==> config.mk <==
export PLATFORM = sky130hd
export DESIGN_NAME = stage_sequencer
export DESIGN_NICKNAME = d
export VERILOG_FILES = /design/src/rtl/stage_sequencer.sv
export SDC_FILE = /design/constraint.sdc
export NUM_CORES = 1
export LEC_CHECK = 0
export CAP_MARGIN = 15
export CORE_MARGIN = 2
export CORE_UTILIZATION = 40
export DETAILED_ROUTE_END_ITERATION = 10
export PLACE_DENSITY = 0.67
export SLEW_MARGIN = 0
export SYNTH_ARGS = -nofsm -noshare
export SYNTH_HDL_FRONTEND = slang
export SYNTH_SLANG_ARGS = --single-unit
==> constraint.sdc <==
create_clock -name clk_i -period 5.66 [get_ports clk_i]
set_input_delay 1.132 -clock clk_i [delete_from_list [all_inputs] [get_ports clk_i]]
set_output_delay 1.132 -clock clk_i [all_outputs]
set_load 0.05 [all_outputs]
==> src/rtl/stage_sequencer.sv <==
// -----------------------------------------------------------------------------
// stage_sequencer
//
// N-stage instruction sequencer for the multicycle RV32I core. Walks a one-hot
// stage enable from stage 0 (fetch) to stage NUM_STAGES-1 (retire). Each stage
// is held until its ready bit is seen. Also provides run/halt control at
// instruction boundaries, a PC-redirect flush, a per-stage watchdog and a
// retired-instruction counter.
//
// Ports:
//   clk_i          rising-edge clock
//   rst_i          asynchronous active-high reset
//   run_i          1 = keep sequencing; 0 = halt at the next retirement
//   stage_rdy_i    per-stage completion; only the active stage's bit matters
//   flush_i        abort the current instruction, restart at stage 0
//   stage_o        active stage index (0 when halted / in error)
//   stage_en_o     one-hot active-stage enable (0 when halted / in error)
//   stage_first_o  high in the first cycle of every stage entry
//   retire_o       combinational retire pulse (last stage, rdy, no flush)
//   retire_cnt_o   wrapping retired-instruction count
//   wait_cnt_o     cycles spent in the current stage without rdy (saturating)
//   halted_o       high in HALT or ERR
//   timeout_o      sticky watchdog error, cleared only by reset
// -----------------------------------------------------------------------------
module stage_sequencer #(
    parameter int NUM_STAGES = 4,
    parameter int STG_W      = 3,
    parameter int MAX_WAIT   = 15,
    parameter int RET_CNT_W  = 32
) (
    input  logic                  clk_i,
    input  logic                  rst_i,
    input  logic                  run_i,
    input  logic [NUM_STAGES-1:0] stage_rdy_i,
    input  logic                  flush_i,
    output logic [STG_W-1:0]      stage_o,
    output logic [NUM_STAGES-1:0] stage_en_o,
    output logic                  stage_first_o,
    output logic                  retire_o,
    output logic [RET_CNT_W-1:0]  retire_cnt_o,
    output logic [7:0]            wait_cnt_o,
    output logic                  halted_o,
    output logic                  timeout_o
);

    typedef enum logic [1:0] {
        ST_HALT = 2'd0,
        ST_RUN  = 2'd1,
        ST_ERR  = 2'd2
    } state_t;

    state_t                state_reg;
    logic [STG_W-1:0]      stage_reg;
    logic [NUM_STAGES-1:0] stage_en_reg;
    logic                  first_reg;
    logic [7:0]            wait_reg;
    logic [RET_CNT_W-1:0]  retire_cnt_reg;
    logic                  halted_reg;
    logic                  timeout_reg;

    // Ready of the active stage only. Masking with the one-hot enable avoids a
    // variable bit-select and guarantees inactive rdy bits are ignored. The
    // enable is all-zero outside RUN, so rdy_masked is zero there as well.
    logic [NUM_STAGES-1:0] rdy_masked;
    logic                  rdy_cur;
    logic                  at_last;
    logic                  wd_expired;

    genvar gi;
    generate
        for (gi = 0; gi < NUM_STAGES; gi++) begin : g_rdy_mask
            assign rdy_masked[gi] = stage_rdy_i[gi] & stage_en_reg[gi];
        end
    endgenerate

    assign rdy_cur    = |rdy_masked;
    assign at_last    = stage_en_reg[NUM_STAGES-1];
    // A watchdog limit of zero means "never time out".
    assign wd_expired = (MAX_WAIT != 0) && (wait_reg == 8'(MAX_WAIT));

    // The only combinational output: flush wins over a simultaneous retire.
    assign retire_o = (state_reg == ST_RUN) && at_last && rdy_cur && !flush_i;

    always_ff @(posedge clk_i or posedge rst_i) begin
        if (rst_i) begin
            state_reg      <= ST_HALT;
            stage_reg      <= '0;
            stage_en_reg   <= '0;
            first_reg      <= 1'b0;
            wait_reg       <= '0;
            retire_cnt_reg <= '0;
            halted_reg     <= 1'b1;
            timeout_reg    <= 1'b0;
        end else begin
            case (state_reg)
                ST_HALT: begin
                    if (run_i) begin
                        state_reg    <= ST_RUN;
                        stage_reg    <= '0;
                        stage_en_reg <= NUM_STAGES'(1);
                        first_reg    <= 1'b1;
                        wait_reg     <= '0;
                        halted_reg   <= 1'b0;
                    end else begin
                        first_reg    <= 1'b0;
                    end
                end

                ST_RUN: begin
                    first_reg <= 1'b0;
                    if (flush_i || (rdy_cur && at_last)) begin
                        // Instruction boundary (aborted or retired): restart
                        // at fetch, or park in HALT if run has been dropped.
                        wait_reg  <= '0;
                        stage_reg <= '0;
                        if (!flush_i) begin
                            retire_cnt_reg <= retire_cnt_reg + RET_CNT_W'(1);
                        end
                        if (run_i) begin
                            stage_en_reg <= NUM_STAGES'(1);
                            first_reg    <= 1'b1;
                        end else begin
                            state_reg    <= ST_HALT;
                            stage_en_reg <= '0;
                            halted_reg   <= 1'b1;
                        end
                    end else if (rdy_cur) begin
                        stage_reg    <= stage_reg + STG_W'(1);
                        stage_en_reg <= stage_en_reg << 1;
                        first_reg    <= 1'b1;
                        wait_reg     <= '0;
                    end else if (wd_expired) begin
                        state_reg    <= ST_ERR;
                        stage_reg    <= '0;
                        stage_en_reg <= '0;
                        wait_reg     <= '0;
                        halted_reg   <= 1'b1;
                        timeout_reg  <= 1'b1;
                    end else if (wait_reg != 8'hFF) begin
                        wait_reg <= wait_reg + 8'd1;
                    end
                end

                ST_ERR: begin
                    // Locked until reset; all inputs are ignored.
                    first_reg <= 1'b0;
                end

                default: begin
                    state_reg    <= ST_ERR;
                    stage_reg    <= '0;
                    stage_en_reg <= '0;
                    first_reg    <= 1'b0;
                    halted_reg   <= 1'b1;
                    timeout_reg  <= 1'b1;
                end
            endcase
        end
    end

    assign stage_o       = stage_reg;
    assign stage_en_o    = stage_en_reg;
    assign stage_first_o = first_reg;
    assign retire_cnt_o  = retire_cnt_reg;
    assign wait_cnt_o    = wait_reg;
    assign halted_o      = halted_reg;
    assign timeout_o     = timeout_reg;

endmodule

==> summary.md <==
| Metric | Value |
|---|---|
| Final #Nets | `300` |
| Final TNS setup | `0 ns` |
| Crit Path Max Fanout | `6` |
| I/O pin cnt | `59` |
| Most common cell after layout, fill and taps aside | `clkdlybuf4s50_1` |
| Core Area | `5920 um2` |
| Final GP Congestion | `0.842` |
| NetSw | `147 uW` |
| Worst VDD drop | `0.161 mV` |
| WL/cell | `14.0 um` |
| Max-slew headroom | `0.613` |
| Cts bufs inserted | `5` |
| Setup crit start kind | `input port` |
| F_max | `223 MHz` |
| Combinational share of power | `0.046` |
| Initial antenna violation count | `0` |
| Minimum clock period | `4.49 ns` |
| Critical Path AT | `3.36 ns` |
| Most frequent cells in the layout | `58 x clkdlybuf4s50_1, 51 x dfrtp_1, 24 x xnor2_1` |
| H-tree depth | `2` |
| DRC Markers | `0` |
| Seq pwr share | `0.564` |
| Hold bufs inserted after CTS | `0` |
| RSZ-0062 raised after global routing | `no` |
| Via Count | `1913` |
| Worst Hold Slack | `0.469 ns` |
| N_diodes | `0` |
| Global-route usage over all layers | `0.159` |
| Port Buf Inserts | `58` |
| Clock buffer depth | `2` |
| Starting Density | `0.416` |
| Synthesized Nets | `240` |
| Hpwl dp | `3.59 mm` |
| Post-CTS Setup Repair Bufs | `0` |
| Clock latency on the worst-skew pair | `0.31 ns` |
| Clock power frac | `0.390` |
| Clock slew at reported path FFs | `0.09 ns` |
| Post-synth EDFFs | `0` |
| Cell area after synthesis | `2460 um2` |
| Max Slew Vio Count | `0` |
| Mapped Cells | `229` |
| Power per cell area | `207 nW/um2` |
| First-pass GRT wire length | `8.31 mm` |
| Iteration-0 DRC count of the detailed router | `60` |
| FP Rows | `28` |
| GRT Max-Usage Layer | `met2` |
| Area Growth Syn to Fin | `30.8%` |
| Pin count of the biggest net entering global routing | `53` |
| Crit Path Class | `in -> out` |
| Switch share | `0.221` |
| Grt met3 use | `0.0337` |
| Via-to-Cell Ratio | `5.24` |
| Vias in the first global route | `1788` |
| Final WL | `5.10 mm` |
| Internal power | `518 uW` |
| GR Layer Usage met1 | `0.219` |
| Die area | `6800 um2` |
| Worst Skew | `0.00742 ns` |
| MaxCap Viol Count | `0` |
| Post-synth cell types | `44` |
| Die width | `82.4 um` |
| Synth Flop Type | `dfrtp_1` |
| GRT met2 Usage | `0.244` |
| Critical Path Sink Type | `output port` |
| Root Driver | `clkbuf_8` |
| Clock sink count | `52` |
| Yosys reg bits | `52` |
| Drt pass-1 iters | `4` |
| Post-synthesis area per instance | `10.7 um2` |
| Actual slew at the worst max-slew pin | `0.579 ns` |
| Sequential area share after synthesis | `0.529` |
| Fin crit share | `0.793` |
| Die Ht | `82.4 um` |
| Synth async-reset ratio | `1.00` |
| Status | `complete, no violations` |
| Final Setup Violations | `0` |
| TritonCTS clock tree | `yes` |
| HP Class | `reg -> reg` |
| Share of layout cells above drive strength 1 | `0.0655` |
| Detail Route Antenna Nets | `0` |
| Max reg flops | `32` |
| Pleak | `1.40 nW` |
| Hold Fails Final Rpt | `0` |
| CTS resizes | `0` |
| Remaining Overflow, GRT | `0` |
| Synth warnings | `0` |
| Worst path required time | `4.53 ns` |
[cell usage after synthesis (all sizes together) (3+ instances only)]
cell type	n	area, um2
dfrtp	51	1280
xnor2	24	210
nand2	21	78.8
nand3	17	85.1
nor2	17	66.3
nand4	10	62.6
and3	9	56.3
a21oi	8	40.0
xor2	7	61.3
inv	6	22.5
o21ai	6	30.0
and2	5	32.5
and4	5	46.3
clkbuf	4	25.0
a22o	3	26.3
ha	3	37.5
nor2b	3	18.8
nor3	3	15.0
[layer usage]
layer | up-vias | wire length [um]
met4 | 0 | 70
met5 | - | 0
met1 | 922 | 2480
met2 | 50 | 2320
met3 | 10 | 234
li1 | 931 | -
[path summary, 6_finish.rpt]
check                      slack [ns]              from  depth (start not counted)          endpoint
setup / recovery                 1.17    stage_rdy_i[2]                          5          retire_o
hold / removal                   0.47  retire_cnt_o[31]                          1  retire_cnt_o[31]
setup reg to reg                 3.34      state_reg[0]                          5  retire_cnt_o[31]
hold reg to reg                  0.47  retire_cnt_o[31]                          1  retire_cnt_o[31]
max in group asynchronous        4.07             rst_i                          3     wait_cnt_o[3]
min in group asynchronous        1.09             rst_i                          2        stage_o[2]
[per-stage QoR]
| stage | instance area [um2] | std cells | util | power, mW | worst slack (ns) |
|---|---|---|---|---|---|
| floorplan | 2460 | 229 | - | 0.399 | 2.25 |
| CTS | 3200 | 364 | 0.540 | 0.672 | 1.19 |
| global route | 3220 | 365 | 0.544 | 0.689 | 1.06 |
| global placement | 3090 | 356 | 0.522 | 0.412 | 1.27 |
| finish | 3220 | 365 | 0.544 | 0.666 | 1.17 |
| detailed placement | 3090 | 356 | 0.522 | 0.412 | 1.22 |
[cell families after synthesis]
family | count (synthesis) | share of synthesized area
flops | 52 | 0.529
compound gates | 33 | 0.100
buf+inv | 12 | 0.0285
fa+ha+maj | 3 | 0.0153
xor+xnor | 31 | 0.110
mux | 3 | 0.0132
simple gates | 95 | 0.203
[power groups by stage]
| stage | sequential [mW] | combinational (mW) | clock, mW |
|---|---|---|---|
| after floorplan | 0.389 | 0.0104 | 0 |
| after global placement | 0.383 | 0.0290 | 0 |
| after detailed placement | 0.383 | 0.0292 | 0 |
| after CTS | 0.375 | 0.0294 | 0.268 |
| after global routing | 0.376 | 0.0337 | 0.280 |
| final | 0.375 | 0.0305 | 0.260 |
[critical path: stages]
cell,delay (ns)
clkdlybuf4s50_1,0.40
a22oi_1,0.49
nand2_1,0.27
and3_1,0.33
clkdlybuf4s50_1,0.73
[layout make-up]
cell class              instances  area, um2
clock buffers                   6       72.6
multi-input cells             165       1090
repair buffers                 59        601
well taps                      75       93.8
inverters                       6       22.5
fillers                       520       2700
flip-flops and latches         52       1300
clock inverters                 2       38.8
(Power assumes the default switching activity.)
